--- config.mk ---
export PLATFORM = sky130hd
export DESIGN_NAME = snake_body_ctrl
export DESIGN_NICKNAME = d
export VERILOG_FILES = /design/src/rtl/snake_body_ctrl.sv
export SDC_FILE = /design/constraint.sdc
export NUM_CORES = 1
export LEC_CHECK = 0
export CELL_PAD_IN_SITES_DETAIL_PLACEMENT = 0
export CELL_PAD_IN_SITES_GLOBAL_PLACEMENT = 1
export CORE_MARGIN = 1.5
export CORE_UTILIZATION = 41
export DETAILED_ROUTE_END_ITERATION = 8
export PLACE_DENSITY_LB_ADDON = 0.1
export RECOVER_POWER = 50
export SETUP_SLACK_MARGIN = 0.15
export SYNTH_ARGS = -nofsm -noshare
export SYNTH_HDL_FRONTEND = slang
export SYNTH_SLANG_ARGS = --single-unit
export TNS_END_PERCENT = 50
--- constraint.sdc ---
create_clock -name clk -period 5.2 [get_ports clk]
set_input_delay 0.78 -clock clk [delete_from_list [all_inputs] [get_ports clk]]
set_output_delay 0.78 -clock clk [all_outputs]
set_load 0.02 [all_outputs]
--- src/rtl/snake_body_ctrl.sv ---
// snake_body_ctrl: snake segment list, timed moves with collision checks, and per-pixel segment lookup
module snake_body_ctrl #(
   parameter int CELL        = 32,
   parameter int GRID_W      = 20,
   parameter int GRID_H      = 15,
   parameter int MAX_LEN     = 16,
   parameter int INIT_LEN    = 3,
   parameter int INIT_X      = 5,
   parameter int INIT_Y      = 7,
   parameter int MOVE_PERIOD = 4
) (
   input  logic                         clk,
   input  logic                         resetN,
   input  logic                         frame_tick,
   input  logic [3:0]                   dir_req,
   input  logic                         grow,
   input  logic                         restart,
   input  logic [31:0]                  pxl_x,
   input  logic [31:0]                  pxl_y,
   output logic                         seg_hit,
   output logic [31:0]                  topLeft_x,
   output logic [31:0]                  topLeft_y,
   output logic [3:0]                   snake_direction,
   output logic [$clog2(GRID_W)-1:0]    head_x,
   output logic [$clog2(GRID_H)-1:0]    head_y,
   output logic [$clog2(MAX_LEN+1)-1:0] length,
   output logic                         collision,
   output logic                         busy
);
   localparam int XW = $clog2(GRID_W);
   localparam int YW = $clog2(GRID_H);
   localparam int LW = $clog2(MAX_LEN+1);
   localparam int IW = $clog2(MAX_LEN);
   localparam int SH = $clog2(CELL);
   localparam int CW = $clog2(MOVE_PERIOD+1);

   typedef enum logic [2:0] {IDLE, STEP, CHECK, SHIFT, DEAD} state_t;
   state_t state, nxt;

   logic [XW-1:0]      seg_x [MAX_LEN];
   logic [YW-1:0]      seg_y [MAX_LEN];
   logic [XW-1:0]      init_x [MAX_LEN];
   logic [YW-1:0]      init_y [MAX_LEN];
   logic [LW-1:0]      len, last;
   logic [3:0]         cur_dir, pend_dir;
   logic               gp;
   logic [CW-1:0]      cnt;
   logic [IW-1:0]      idx;
   logic [XW-1:0]      nh_x, step_x;
   logic [YW-1:0]      nh_y, step_y;
   logic               wall, period_end, dir_ok, self_hit, restart_go, in_grid;
   logic [31:0]        cell_x, cell_y;
   logic [MAX_LEN-1:0] hitv;

   // starting body: head at INIT_X, remaining segments trailing to the left
   always_comb
      for (int i = 0; i < MAX_LEN; i++) begin
         init_x[i] = (i < INIT_LEN) ? XW'(INIT_X - i) : '0;
         init_y[i] = YW'(INIT_Y);
      end

   // next-head candidate, wall test, check bound and input qualifiers
   always_comb begin
      step_x     = pend_dir[0] ? seg_x[0] + 1'b1 : pend_dir[1] ? seg_x[0] - 1'b1 : seg_x[0];
      step_y     = pend_dir[2] ? seg_y[0] + 1'b1 : pend_dir[3] ? seg_y[0] - 1'b1 : seg_y[0];
      wall       = (pend_dir[3] && seg_y[0] == '0) || (pend_dir[2] && seg_y[0] == YW'(GRID_H-1)) ||
                   (pend_dir[1] && seg_x[0] == '0) || (pend_dir[0] && seg_x[0] == XW'(GRID_W-1));
      last       = gp ? len - 1'b1 : len - 2'd2;
      self_hit   = nh_x == seg_x[idx] && nh_y == seg_y[idx];
      period_end = frame_tick && cnt == CW'(MOVE_PERIOD-1);
      dir_ok     = $onehot(dir_req) && dir_req != {cur_dir[2], cur_dir[3], cur_dir[0], cur_dir[1]};
      restart_go = state == DEAD && restart;
   end

   // state register
   always_ff @(posedge clk or negedge resetN)
      if (!resetN) state <= IDLE;
      else         state <= nxt;

   // next-state logic
   always_comb begin
      nxt = state;
      case (state)
         IDLE:    nxt = period_end ? STEP : IDLE;
         STEP:    nxt = wall ? DEAD : CHECK;
         CHECK:   nxt = self_hit ? DEAD : (LW'(idx) == last ? SHIFT : CHECK);
         SHIFT:   nxt = IDLE;
         DEAD:    nxt = restart ? IDLE : DEAD;
         default: nxt = IDLE;
      endcase
   end

   // segment list, direction, growth and frame counting; frozen while dead
   always_ff @(posedge clk or negedge resetN)
      if (!resetN) begin
         seg_x    <= init_x;
         seg_y    <= init_y;
         len      <= LW'(INIT_LEN);
         cur_dir  <= 4'b0001;
         pend_dir <= 4'b0001;
         gp       <= 1'b0;
         cnt      <= '0;
         idx      <= '0;
         nh_x     <= '0;
         nh_y     <= '0;
      end else if (restart_go) begin
         seg_x    <= init_x;
         seg_y    <= init_y;
         len      <= LW'(INIT_LEN);
         cur_dir  <= 4'b0001;
         pend_dir <= 4'b0001;
         gp       <= 1'b0;
         cnt      <= '0;
         idx      <= '0;
      end else if (state != DEAD) begin
         if (dir_ok) pend_dir <= dir_req;
         gp <= state == SHIFT ? grow : gp | grow;
         if (state == IDLE && frame_tick) cnt <= period_end ? '0 : cnt + 1'b1;
         if (state == STEP) begin
            nh_x <= step_x;
            nh_y <= step_y;
            idx  <= '0;
         end
         if (state == CHECK) idx <= idx + 1'b1;
         if (state == SHIFT) begin
            for (int i = 1; i < MAX_LEN; i++) begin
               seg_x[i] <= seg_x[i-1];
               seg_y[i] <= seg_y[i-1];
            end
            seg_x[0] <= nh_x;
            seg_y[0] <= nh_y;
            len      <= (gp && len < LW'(MAX_LEN)) ? len + 1'b1 : len;
            cur_dir  <= pend_dir;
         end
      end

   // parallel compare of the pixel's cell against every live segment
   always_comb begin
      cell_x  = pxl_x >> SH;
      cell_y  = pxl_y >> SH;
      in_grid = cell_x < 32'(GRID_W) && cell_y < 32'(GRID_H);
      for (int i = 0; i < MAX_LEN; i++)
         hitv[i] = in_grid && LW'(i) < len && seg_x[i] == cell_x[XW-1:0] && seg_y[i] == cell_y[YW-1:0];
   end

   // registered drawer outputs; corner and orientation hold on a miss
   always_ff @(posedge clk or negedge resetN)
      if (!resetN) begin
         seg_hit         <= 1'b0;
         topLeft_x       <= '0;
         topLeft_y       <= '0;
         snake_direction <= 4'b0000;
      end else begin
         seg_hit <= |hitv;
         if (|hitv) begin
            topLeft_x       <= cell_x << SH;
            topLeft_y       <= cell_y << SH;
            snake_direction <= hitv[0] ? cur_dir : 4'b0000;
         end
      end

   assign head_x    = seg_x[0];
   assign head_y    = seg_y[0];
   assign length    = len;
   assign collision = state == DEAD;
   assign busy      = state == STEP || state == CHECK || state == SHIFT;
endmodule

Yosys cells after proc, flatten, opt, wreduce, memory -nomap -nowiden. Cells that the tools add are included.

Add/subtract/negate cells: 12. $lt $le $gt $ge: 20. Equal/unequal tests: 45. Mux-type cells: 45. Bitwise logic cells: 3. Reduce and logical (&&, ||, !) cells: 80.

Operators with widths (number): 2-to-1 mux 80 bit (3); 2-to-1 mux 64 bit (3); == test 5 bit (17); == test 4 bit (17); 2-to-1 mux 4 bit (15); logical AND 1 bit (59); 2-to-1 mux 5 bit (9); less-than comparator 4 x 5 -> 1 bit, first input constant (8); less-than comparator 27 x 4 -> 1 bit, second input constant (1); less-than comparator 27 x 5 -> 1 bit, second input constant (1); 2-to-1 mux 3 bit (7); binary-select mux 5 bit (select 4 bit) (1); less-than comparator 3 x 5 -> 1 bit, first input constant (4); binary-select mux 4 bit (select 4 bit) (1); OR reduction 16 bit (1); one-hot mux 3 bit (4 select lines) (1); adder 5 x 1 -> 5 bit, second input constant (2); less-than comparator 1 x 5 -> 1 bit, first input constant (2); less-than comparator 2 x 5 -> 1 bit, first input constant (2); nonzero test 2 bit (5); subtractor 5 x 1 -> 5 bit, second input constant (2); == test 3 x 2 -> 1 bit, second input constant (3); adder 4 x 1 -> 4 bit, second input constant (2); AND reduction 2 bit (4); 24 further kinds (35).

Bits in registers: 236. Input port bits: 73. Word-level logic and storage cells: 250.

Depth between registers and ports, before layout.
Depth after elaboration: 8. Gate-level depth with buffers: 11.

Worst setup path after synthesis. Ideal clock, no wire load.

Path type: in2reg. Start point: input dir_req[0]. End point: register pend_dir[0]. Library setup time: 0.090 ns. Data arrival time: 2.770 ns. Required time: 5.110 ns. Path slack: 2.340 ns. Stages on the path: 8. Path buffers: 0. Path through: inv_1 fa_1 inv_1 ha_1 ha_1 nor4_1 mux2i_1 nand2_1.

Longest elaborated chain between the ends: 6. Elaborated cells on any way between the ends: 10. Those cells by class: add/sub (2); eq/ne (2); mux (3); reduce/logical (3).

Ends and longest elaborated chain: from (decl) (line 15) `input logic [3:0] dir_req,`; adder 1 x 1 -> 2 bit (implied by the code) (line 71) `dir_ok = $onehot(dir_req) && dir_req != {cur_dir[2], cur_dir[3], cur_dir[0], cur_dir[1]};`; adder 2 x 2 -> 3 bit (implied by the code) (line 71); == test 3 x 1 -> 1 bit (line 71); logical AND 1 bit (line 71); nonzero test 2 bit (no source line); AND reduction 2 bit (no source line); to (signal assigned) (line 116) `if (dir_ok) pend_dir <= dir_req;`; to (decl) (line 45) `logic [3:0] cur_dir, pend_dir;`.

Several ways; a longest one is shown, not always the timed one. The select of a mux whose other input is x is not followed. A chain may end at the register's enable or synchronous reset.

Final worst setup path.
Start point: register state[0]. End point: register seg_y[57] (netlist name).

Longest elaborated chain between the ends: 4. Elaborated cells on any way between the ends: 8. Those cells by class: eq/ne (3); mux (1); reduce/logical (4).

Ends and longest elaborated chain: from (decl) (line 38) `state_t state, nxt;`; from (signal assigned) (line 78) `else state <= nxt;`; == test 3 bit (line 72) `restart_go = state == DEAD && restart;`; logical AND 1 bit (line 72); nonzero test 2 bit (no source line); AND reduction 2 bit (no source line); to (signal assigned) (line 97) `seg_y <= init_y;`; to (signal assigned) (line 108) `seg_y <= init_y;`; to (signal, indexed assignment) (line 128) `seg_y[i] <= seg_y[i-1];`; to (decl) (line 41) `logic [YW-1:0] seg_y [MAX_LEN];`.

Several ways; a longest one is shown, not always the timed one.

==> out/metrics.cfg <==
[synth]
ys_types = 58
yosysMostFrequentCell = nand2_1
syn_inst = 1378
syn_avg_cell_area_um2 = 9.56
synth_top_area_share_pct = 34.0
synth_area_leaders = dfrtp_1 34%, dfstp_2 11%, nand2_1 9.5%
yosysTopAreaCell = dfrtp_1
synthFlopType = dfrtp_1
ys_seq_elements = 236
syn_area_mm2 = 0.0132
ys_async_sr_fraction_pct = 100
synth_edf_count = 0
ys_seq_area_share_pct = 45.4
ys_top_cells_by_count = 332 x nand2_1, 179 x dfrtp_1, 112 x xor2_1, 107 x a21oi_1, 70 x clkbuf_1
synth-warning-count = 0

[power_and_ir_drop]
power_frac_comb_pct = 36.7
leakage_nw = 6.87
power_density_mw_per_mm2 = 598
peakVddDrop_mv = 0.323
switching_share_pct = 40.5
clkPwrFrac_pct = 21.0
seqPwrFrac_pct = 42.3
intPower_mw = 5.56
p_sw_mw = 3.78

[critical_path]
cpPeakStageDelay_ps = 2050
timing.critical_path.buf_inv = 1
crit_family = buffers and inverters
critPathKind = reg -> reg
reg2reg_from = state[0]$_DFF_PN0_
arrival_ps = 4080
path_max_fanout = 63
r2r_slack_ps = 1450
crit_required_ps = 5530
reg2regPathDepth = 5
critPathSlowestCell = clkbuf_1
reg2reg_to = seg_y[57]$_DFFE_PN1P_
endpoint_kind = flip-flop
path_cells = nor2_1 -> and2_0 -> nand2_2 -> clkbuf_1 -> o211ai_1
start_kind = flip-flop

[floorplan]
io_pins = 158
row_count = 65
die_area_mm2 = 0.0332
die_w_um = 182
core_mm2 = 0.0316
floorplan.die.height_um = 182
start_util_pct = 41.8

[sta]
min_period_ps = 3750
clock_skew_ps = 11.8
rsz0062_at_grt = no
setup_violations = 0
max-slew-margin-rel_pct = -97.0
period_share_pct = 72.2
timing.fmax_ghz = 0.266
worst_pin_slew_ps = 2960
hold_ws_ps = 475
setup_tns_ps = 0
drv_slew = 234
hold_viol_final = 0

[clock_tree]
numCtsBuffers = 28
cts.sink_count = 236
cts_setup_buffers = 0
clkLatencyLatePin_ps = 550
cts-hold-fix-buffers = 0
post_cts_resized = 0
cts_tree = yes
clkTransAtPathRegs_ps = 60
clock_path_buffers = 3
h-tree-depth = 1
cts-root-buf = clkbuf_16

[status]
status = finished with violations
violations = max-capacitance violations, max-slew violations

[final_layout]
final_net_count = 1549
stdcell_count = 1880
drive_above_1_share_pct = 12.9
antenna_cells = 0
utilization_pct = 49.5
design_area_mm2 = 0.0156
area_growth_pct = 18.5

[global_route]
grt_overflow = 0
antenna_found_initial = 0
grt_pass1_vias = 9948
grt_max_degree = 108
grt_usage_pct = 23.8
grt_pass1_wl_mm = 61.2

[routing]
drc = 0
num_vias = 10200
wire_per_inst_um = 20.8
wirelength_mm = 39.0
firstDrtPassIters = 7
via_per_inst = 5.43
drt_iter0_markers = 806
ant_nets = 0

[worst_hold_path]
hp-class = reg -> reg
whs_path_depth = 1
min_to = topLeft_y[22]$_DFFE_PN0P_
min_from = topLeft_y[22]$_DFFE_PN0P_

[place]
place_hpwl_mm = 26.1
placed_area_mm2 = 0.0147
gp_congestion = 0.864
dp.cells = 1828
io_buffer_count = 137

[run]
maxCapViolCount = 3

cells by family after synthesis:
group / synth area share, %
buffers and inverters: 5.44
and+or+nand+nor: 19.0
other: 0.0285
AOI/OAI and AO/OA: 8.05
xor gates and xnor gates: 11.7
adders and majority gates: 1.96
DFF: 45.4
muxes: 8.49
worst max path at each step:
stage | from | endpoint | slack, ps | cells past startpoint
floorplan | dir_req[0] | pend_dir[0]$_DFFE_PN1P_ | 2340 | 8
global placement | pxl_y[6] | topLeft_x[9]$_DFFE_PN0P_ | 1030 | 9
detailed placement | pxl_y[6] | topLeft_y[8]$_DFFE_PN0P_ | 1070 | 10
CTS | idx[1]$_DFFE_PN0P_ | state[1]$_DFF_PN0_ | 1630 | 8
global route | state[0]$_DFF_PN0_ | seg_y[1]$_DFFE_PN1P_ | 920 | 5
finish | state[0]$_DFF_PN0_ | seg_y[57]$_DFFE_PN1P_ | 1450 | 5
power groups by stage:
stage / sequential (mW) / combinational (mW) / clock, mW
after detailed placement: 3.96 / 3.40 / 0
final: 3.95 / 3.43 / 1.96
after floorplan: 3.28 / 2.87 / 0
after CTS: 3.93 / 3.43 / 2.01
after global placement: 3.95 / 3.36 / 0
after global routing: 4.07 / 3.80 / 2.07
sequential cells by signal (all words and copies together), names as in the netlist, 4 cells and up:
signal,count
cur_dir,4
head_x,5
head_y,4
idx,4
length,5
nh_x,5
nh_y,4
pend_dir,4
seg_x,75
seg_y,60
snake_direction,4
topLeft_x,27
topLeft_y,27
cell usage in the layout (no fill, tap or decap), types with 24 or more instances in the layout:
master	synthesis	layout
dfstp_2	57	57
nor2_1	24	24
a21oi_1	107	107
nand2_1	332	330
buf_4	33	25
dfrtp_1	179	177
clkdlybuf4s50_1	0	115
and2_1	46	45
clkbuf_16	0	29
nand3_1	59	59
xor2_1	112	112
mux4_2	32	32
xnor2_1	64	64
o21ai_0	26	26
nor4_1	31	31
stage by stage:
stage	worst slack, ps	power, mW
4_1_cts	1630	9.37
3_3_place_gp	1030	7.32
2_1_floorplan	2340	6.14
5_1_grt	922	9.94
3_5_place_dp	1070	7.36
6_report	1450	9.34
per-layer routing:
metal	global-route usage [%]	wire, um	vias to the layer above
li1	-	-	4787
met1	35.3	18600	5115
met2	37.0	17600	272
met3	3.49	2000	41
met4	4.96	752	0
met5	0	0	-
cell type report:
type                       count  area (um^2)
inverter                      20         75.1
clock inverter                16          108
timing repair buffer         166         1600
sequential                   236         5980
multi-input combinational   1004         6540
tap                          402          503
clock buffer                  36          812
fill                        2974        15900
worst reg2reg max path, cell delays in order (launching register included):
cell and delay [ps]:
dfrtp_1 610, nor2_1 190, and2_0 280, nand2_2 100, clkbuf_1 2050, o211ai_1 310
Power figures use the tool's default switching activity.
